`src/rtl/polyphase_capture_ctrl.sv`:
```
// -----------------------------------------------------------------------------
// polyphase_capture_ctrl
//
// Sequences a two-path polyphase ADC test capture. After START is accepted,
// the block waits a programmable settle time. It then splits the incoming
// sample stream into even/odd pairs, NPAIR times, and presents each pair to
// the readout through a valid/ready handshake. An internal phase bit stands
// in for a half-rate clock, so everything runs in the single clk domain.
//
// Parameters
//   BW : sample width (signed two's complement)
//   CW : width of the settle and pair counters
//
// Ports
//   clk    : system clock, rising edge
//   res    : asynchronous active-low reset
//   start  : begin capture (only looked at in IDLE)
//   abort  : synchronous return to IDLE from any busy state
//   settle : settle length, captured when START is accepted
//   npair  : number of pairs to capture, captured when START is accepted
//   in     : ADC sample, one per clk
//   rdy    : readout takes the pair on a cycle with vld & rdy
//   out1   : later (odd-phase) sample of the pair
//   out2   : earlier (even-phase) sample of the pair
//   vld    : out1/out2 hold a pair that has not been consumed
//   busy   : high in SETTLE, CAPTURE and DRAIN
//   done   : one-cycle pulse on normal completion
//   ovf    : sticky, set when a pair is overwritten before being consumed
//   pcnt   : pairs captured in the current or last run
// -----------------------------------------------------------------------------
module polyphase_capture_ctrl #(
    parameter int BW = 6,
    parameter int CW = 8
) (
    input  logic                 clk,
    input  logic                 res,
    input  logic                 start,
    input  logic                 abort,
    input  logic [CW-1:0]        settle,
    input  logic [CW-1:0]        npair,
    input  logic signed [BW-1:0] in,
    input  logic                 rdy,
    output logic signed [BW-1:0] out1,
    output logic signed [BW-1:0] out2,
    output logic                 vld,
    output logic                 busy,
    output logic                 done,
    output logic                 ovf,
    output logic [CW-1:0]        pcnt
);

    typedef enum logic [1:0] {
        ST_IDLE    = 2'd0,
        ST_SETTLE  = 2'd1,
        ST_CAPTURE = 2'd2,
        ST_DRAIN   = 2'd3
    } state_t;

    state_t                state_reg;
    logic [CW-1:0]         scnt_reg;
    logic [CW-1:0]         npair_reg;
    logic [CW-1:0]         pcnt_reg;
    logic                  ph_reg;
    logic signed [BW-1:0]  z1_reg;
    logic signed [BW-1:0]  out1_reg;
    logic signed [BW-1:0]  out2_reg;
    logic                  vld_reg;
    logic                  done_reg;
    logic                  ovf_reg;

    // Count after the pair landing this cycle; used both as the new pcnt
    // and for the end-of-run test, so DRAIN is entered on the same edge.
    logic [CW-1:0]         pcnt_inc;

    assign pcnt_inc = pcnt_reg + CW'(1);

    always_ff @(posedge clk or negedge res) begin
        if (!res) begin
            state_reg <= ST_IDLE;
            scnt_reg  <= '0;
            npair_reg <= '0;
            pcnt_reg  <= '0;
            ph_reg    <= 1'b0;
            z1_reg    <= '0;
            out1_reg  <= '0;
            out2_reg  <= '0;
            vld_reg   <= 1'b0;
            done_reg  <= 1'b0;
            ovf_reg   <= 1'b0;
        end else begin
            done_reg <= 1'b0;
            case (state_reg)
                ST_IDLE: begin
                    // A zero-length request is ignored outright.
                    if (start && (npair != '0)) begin
                        scnt_reg  <= settle;
                        npair_reg <= npair;
                        pcnt_reg  <= '0;
                        ovf_reg   <= 1'b0;
                        state_reg <= ST_SETTLE;
                    end
                end

                ST_SETTLE: begin
                    if (abort) begin
                        vld_reg   <= 1'b0;
                        ph_reg    <= 1'b0;
                        state_reg <= ST_IDLE;
                    end else if (scnt_reg == '0) begin
                        ph_reg    <= 1'b0;
                        state_reg <= ST_CAPTURE;
                    end else begin
                        scnt_reg <= scnt_reg - CW'(1);
                    end
                end

                ST_CAPTURE: begin
                    if (abort) begin
                        // The half-captured even sample in z1 is simply dropped.
                        vld_reg   <= 1'b0;
                        ph_reg    <= 1'b0;
                        state_reg <= ST_IDLE;
                    end else begin
                        ph_reg <= ~ph_reg;
                        if (!ph_reg) begin
                            // Even phase: hold the sample until its partner arrives.
                            z1_reg <= in;
                            if (vld_reg && rdy) begin
                                vld_reg <= 1'b0;
                            end
                        end else begin
                            // Odd phase: a new pair lands. If the previous pair is
                            // still pending and not taken this cycle, it is lost.
                            out1_reg <= in;
                            out2_reg <= z1_reg;
                            vld_reg  <= 1'b1;
                            pcnt_reg <= pcnt_inc;
                            if (vld_reg && !rdy) begin
                                ovf_reg <= 1'b1;
                            end
                            if (pcnt_inc == npair_reg) begin
                                state_reg <= ST_DRAIN;
                            end
                        end
                    end
                end

                ST_DRAIN: begin
                    if (abort) begin
                        vld_reg   <= 1'b0;
                        ph_reg    <= 1'b0;
                        state_reg <= ST_IDLE;
                    end else if (!vld_reg || rdy) begin
                        // Last pair consumed on this edge: finish the run.
                        vld_reg   <= 1'b0;
                        done_reg  <= 1'b1;
                        state_reg <= ST_IDLE;
                    end
                end

                default: begin
                    state_reg <= ST_IDLE;
                end
            endcase
        end
    end

    assign out1 = out1_reg;
    assign out2 = out2_reg;
    assign vld  = vld_reg;
    assign busy = (state_reg != ST_IDLE);
    assign done = done_reg;
    assign ovf  = ovf_reg;
    assign pcnt = pcnt_reg;

endmodule

```
`config.mk`:
```
export PLATFORM = sky130hd
export DESIGN_NAME = polyphase_capture_ctrl
export DESIGN_NICKNAME = d
export VERILOG_FILES = /design/src/rtl/polyphase_capture_ctrl.sv
export SDC_FILE = /design/constraint.sdc
export NUM_CORES = 1
export LEC_CHECK = 0
export CORE_MARGIN = 2
export CORE_UTILIZATION = 46
export DETAILED_ROUTE_END_ITERATION = 10
export PLACE_DENSITY = 0.81
export SETUP_SLACK_MARGIN = 0.4
export SLEW_MARGIN = 20
export SYNTH_ARGS = -nofsm -noshare
export SYNTH_HDL_FRONTEND = slang
export SYNTH_SLANG_ARGS = --single-unit
```
`constraint.sdc`:
```
create_clock -name clk -period 1.7 [get_ports clk]
set_input_delay 0.34 -clock clk [delete_from_list [all_inputs] [get_ports clk]]
set_output_delay 0.34 -clock clk [all_outputs]
set_load 0.005 [all_outputs]
```
==> results of run 1 <==
[final timing paths]
path                          start      endpoint  slack [ps]  cells after the start
setup reg to reg            pcnt[1]  state_reg[0]        -140                      6
hold reg to reg             out2[1]       out2[1]         520                      1
max in group asynchronous       res   scnt_reg[4]         690                      3
min in group asynchronous       res       pcnt[5]         510                      2
setup / recovery            pcnt[1]  state_reg[0]        -140                      6
hold / removal             npair[0]  npair_reg[0]         250                      2
[logic make-up (layout without fill, tap and decap cells)]
logic type      Yosys count  count (layout)  synth area share [%]
compound gates           58              58                  15.7
xor+xnor                 12              12                  4.36
fa+ha+maj                 3               3                  1.56
buf+inv                  17             132                  3.22
flops                    48              48                  49.8
mux                      26              26                  12.1
simple gates             61              61                  13.2
[worst max-delay path: cells and delay by family (launching register included)]
kind / cells / cell delay, ps
xor+xnor: 1 / 140
simple gates: 1 / 150
fa+ha+maj: 1 / 270
compound gates: 3 / 780
flops: 1 / 450
[report_power, final]
group	switching (W)	internal [W]	total [W]
registers	0.000201	0.00134	0.00154
logic	0.000747	0.000829	0.00158
clock network	0.000440	0.000304	0.000744
[per-layer routing]
layer | wire [um] | part of all wire, % | vias to the layer above
met5 | 0 | 0 | -
met4 | 309 | 3.8 | 0
met3 | 477 | 5.9 | 27
met2 | 4060 | 50 | 101
met1 | 3260 | 40 | 1157
li1 | - | - | 1039
[per-stage QoR]
step / total power (W) / util [%] / setup WS (ps) / area, sq um / setup TNS, ps
final: 0.00386 / 80.4 / -135 / 4080 / -180
after global routing: 0.00404 / 80.4 / -148 / 4080 / -325
after CTS: 0.00359 / 75.0 / -17.8 / 3810 / -17.8
after detailed placement: 0.00261 / 65.5 / -550 / 3320 / -15570
after global placement: 0.00256 / 65.5 / -495 / 3320 / -14350
after floorplan: 0.00211 / - / 2.50 / 2500 / 0
[layout make-up]
class	instances	area (sq um)	share of cell area (%)
clock buffers	5	68.8	1.69
clock inverters	3	26.3	0.644
inverters	7	28.8	0.706
multi-input cells	160	1500	36.8
flip-flops and latches	48	1210	29.6
well taps	70	87.6	2.15
repair buffers	117	1160	28.4
[layout by cell type (no fill, tap or decap), types with 3 or more instances in the layout]
cell type	instances
dfrtp_1	42
buf_4	38
buf_6	28
mux2_4	26
clkdlybuf4s15_1	18
clkdlybuf4s50_1	16
nor2_1	14
a21oi_1	9
o21ai_2	9
nand2_1	8
o21ai_1	8
xnor2_1	6
dfrtp_2	6
clkbuf_8	5
buf_2	5
inv_1	4
xor2_1	4
buf_12	4
and3_1	3
nand3_1	3
nor2_2	3
nor3b_1	3
o31ai_1	3
[timing repair]
action,CTS,global route
gates resized for setup,156,52
gates cloned,0,2
hold endpoints to repair,17,0
setup buffers,26,5
setup endpoints to repair,69,59
hold buffers,1,0
pin swaps,23,12
==> results.cfg, run 1 <==
[clocking]
clkTransAtPathRegs_ps = 100
insertion_delay_ps = 310
cts-root-buf = clkbuf_8
htree_num_levels = 2
cts_tree = built
clock_sink_count = 48
clk_path_buf_depth = 2
cts_made_buffers = 5

[synth]
yosysTopAreaCell = dfrtp_1
yosysSeqAreaShare_pct = 49.8
syn_nets = 255
synth_edf_count = 0
synthTopCellsByCount = 48 x dfrtp_1, 26 x mux2_2, 21 x o21ai_0, 19 x nor2_1, 12 x a21oi_1
async_flop_share_pct = 100
synth_area_leaders = dfrtp_1 50%, mux2_2 12%, o21ai_0 4.4%
yosysUniqueCellTypes = 44
synth_top_area_share_pct = 49.8
ys_warn_count = 0
synth_area_sq_um = 2410
avgSynthCellArea_sq_um = 10.7
yosys.cell_count.top_type = dfrtp_1
ys_ff_latch = 48
synth_flop_cell = dfrtp_1
syn_inst = 225

[global_route]
top_usage_layer = met2
grt_max_degree = 23
gr-usage-met1_pct = 32.6
gr-total-overflow = 0
grt_use_met3_pct = 4.86
grt_use_met2_pct = 41.2
grt_pass1_vias = 2304
antenna_found_initial = 0
track_usage_pct = 24.9
grt_pass1_wl_mm = 11.5

[sta]
min_period_ps = 1840
hold_ws_ps = 251
hold_viol = 0
fin_ws_ps = -135
skew_ps = 9.29
fmax_ghz = 0.545
worst_slew_pin_slew_ps = 473
setup_violations = 2
slew_violations = 0
relSlewSlack_pct = 68.4
period_share_pct = 108
rsz0062_at_grt = true

[detailed_routing]
drc = 0
drt_iter0_markers = 208
ant_nets = 0
drt-vias-per-instance = 5.67
dr.pass1.iters = 4
drt-total-wl_mm = 8.11
vias = 2324
wl_per_cell_um = 19.8

[worst_setup_path]
worstPathCellList = ha_4, xnor2_2, nand4_1, a211o_1, a2111oi_4, a31o_2
arrival_ps = 2090
crit_path_end_kind = register
slowest_delay_ps = 450
required_ps = 1960
cp_slowest_cell = dfrtp_2
critPathKind = register to register
worst-path-max-fanout = 2
startpoint_type = register

[die]
rows = 26
coreArea_sq_um = 5070
die_area_sq_um = 5840
die_height_um = 76.4
ios = 51
chipWidth_um = 76.4
start_util_pct = 47.5

[finish]
area_growth_pct = 69.1
drive_above_1_share_pct = 50.9
n_antenna_cell = 0
nNetsFinal = 369
fin_cells = 410
fillerInstances = 277

[power]
ir_drop_v = 0.000606
pwr_density_cell_nw_per_um2 = 948
leakage_nw = 1.88

[run_status]
violations = negative setup slack
status = finished, violations left

[job]
drv_cap = 0

[place]
gp_congestion = 0.928
dp.cells = 368
port_buffers = 50
dpl.hpwl_mm = 4.18

[min_path]
hold_class = input pin to register
Power figures use the tool's default switching activity.
==> run 2, diff against run 1 <==
Settings changed: CAP_MARGIN from default to 20, PLACE_DENSITY 0.81 to 0.87.
==> run 2 against run 1 <==
  * Critical path type unchanged
  * Core utilization up 0.27 points
  * Cell area rose by 0.34%
  * Clock power decreased by 3%
  * Wire length rose by 6.2%
  * The flow still finishes with violations (negative setup slack)
  * Worst setup slack better by 64 ps
  * Register-to-register slack improved by 60 ps
  * Sequential power about the same
==> results.cfg, run 2 (synthesized netlist as in run 1, its figures left out) <==
[power]
comb_power_share_pct = 41.2
leakage_nw = 1.89
intPower_w = 0.00253
pwr_density_cell_nw_per_um2 = 940
p_seq_share_pct = 39.9
p_sw_share_pct = 34.2
switching_power_w = 0.00132
p_clk_share_pct = 18.9
ir_drop_v = 0.000715

[detailed_routing]
dr.pass1.iters = 5
drc = 0
drt-total-wl_mm = 8.61
vias = 2394
wl_per_cell_um = 20.8
ant_nets = 0
drt-vias-per-instance = 5.80
drt_iter0_markers = 212

[global_route]
track_usage_pct = 25.6
grt_max_degree = 49
antenna_found_initial = 0
top_usage_layer = met2
gr-total-overflow = 0
grt_pass1_wl_mm = 11.9
grt_use_met3_pct = 5.21
gr-usage-met1_pct = 31.8
grt_pass1_vias = 2361
grt_use_met2_pct = 44.2

[place]
port_buffers = 50
postPlaceCellArea_sq_um = 3320
dpl.hpwl_mm = 4.02
gp_congestion = 0.831

[clocking]
htree_num_levels = 2
clock_sink_count = 48
cts_made_buffers = 5
clkTransAtPathRegs_ps = 90
insertion_delay_ps = 310
cts-root-buf = clkbuf_8
cts_tree = built
clk_path_buf_depth = 2

[sta]
fin_ws_ps = -71.6
hold_viol = 0
slew_violations = 0
hold_ws_ps = 5.02
skew_ps = 10.9
period_share_pct = 104
setup_tns_ps = -143
relSlewSlack_pct = 75.1
setup_violations = 4
rsz0062_at_grt = true
min_period_ps = 1770
worst_slew_pin_slew_ps = 370
fmax_ghz = 0.564

[finish]
final_cell_mix = 43 x dfrtp_1, 43 x buf_4, 26 x mux2_4, 24 x buf_6, 19 x clkdlybuf4s50_1
area_growth_pct = 69.7
finish.utilization_pct = 80.6
drive_above_1_share_pct = 51.3
nNetsFinal = 372
n_antenna_cell = 0
fin_area_sq_um = 4090

[worst_setup_path]
startpoint_type = register
required_ps = 1960
critPathKind = register to register
arrival_ps = 2030
crit_path_end_kind = register
worst-path-max-fanout = 2

[die]
ios = 51
die_area_sq_um = 5840
die_height_um = 76.4
start_util_pct = 47.5
coreArea_sq_um = 5070
chipWidth_um = 76.4
rows = 26

[run_status]
violations = negative setup slack
status = finished, violations left

[min_path]
hold_class = input pin to async pin

[job]
drv_cap = 0
==> run 2: cell type report <==
type / instances / area [sq um]
inverters: 7 / 31.3
clock buffers: 6 / 82.6
fillers: 282 / 983
repair buffers: 120 / 1180
flip-flops and latches: 48 / 1210
clock inverters: 2 / 10.0
multi-input cells: 160 / 1500
well taps: 70 / 87.6
==> run 2: power by group through the flow <==
stage               sequential (W)  combinational [W]  clock (W)
floorplan                  0.00150           0.000607          0
detailed placement         0.00152            0.00107          0
global placement           0.00151            0.00104          0
global route               0.00155            0.00169   0.000766
CTS                        0.00150            0.00134   0.000721
finish                     0.00153            0.00159   0.000725
==> run 2: final timing paths <==
| check | startpoint | end | slack (ps) | cells past startpoint |
|---|---|---|---|---|
| setup / recovery | pcnt[1] | state_reg[0] | -70 | 6 |
| max in group asynchronous | res | pcnt[3] | 1460 | 2 |
| hold / removal | res | out2[0] | 5 | 2 |
| hold reg to reg | out1[5] | out1[5] | 520 | 1 |
| min in group clk | npair[4] | npair_reg[4] | 260 | 2 |
| setup reg to reg | pcnt[1] | state_reg[0] | -70 | 6 |
==> run 2: worst max-delay path, stage by stage, from the launching register on <==
cell,delay [ps]
dfrtp_1,460
ha_4,290
xnor2_2,160
nand4_1,120
a211o_1,280
a2111oi_2,220
a31o_2,200
==> run 2: metrics by stage <==
stage	std cells	power [W]	setup WS [ps]
6_report	413	0.00385	-71.6
2_1_floorplan	225	0.00211	2.50
4_1_cts	399	0.00357	42.6
3_5_place_dp	366	0.00259	-544
5_1_grt	413	0.00401	-124
3_3_place_gp	366	0.00255	-498
==> run 2: layer usage <==
| layer | share of wire [%] | vias to the layer above |
|---|---|---|
| met5 | 0 | - |
| met4 | 4.5 | 0 |
| met3 | 6.6 | 36 |
| met2 | 50 | 139 |
| met1 | 39 | 1180 |
| li1 | - | 1039 |
==> run 2: what timing repair did <==
item / in CTS / in global routing
setup endpoints to repair: 69 / 66
pin swaps: 21 / 8
cloned: 2 / 0
hold buffers: 0 / 0
setup buffers: 23 / 14
resized for setup: 133 / 62
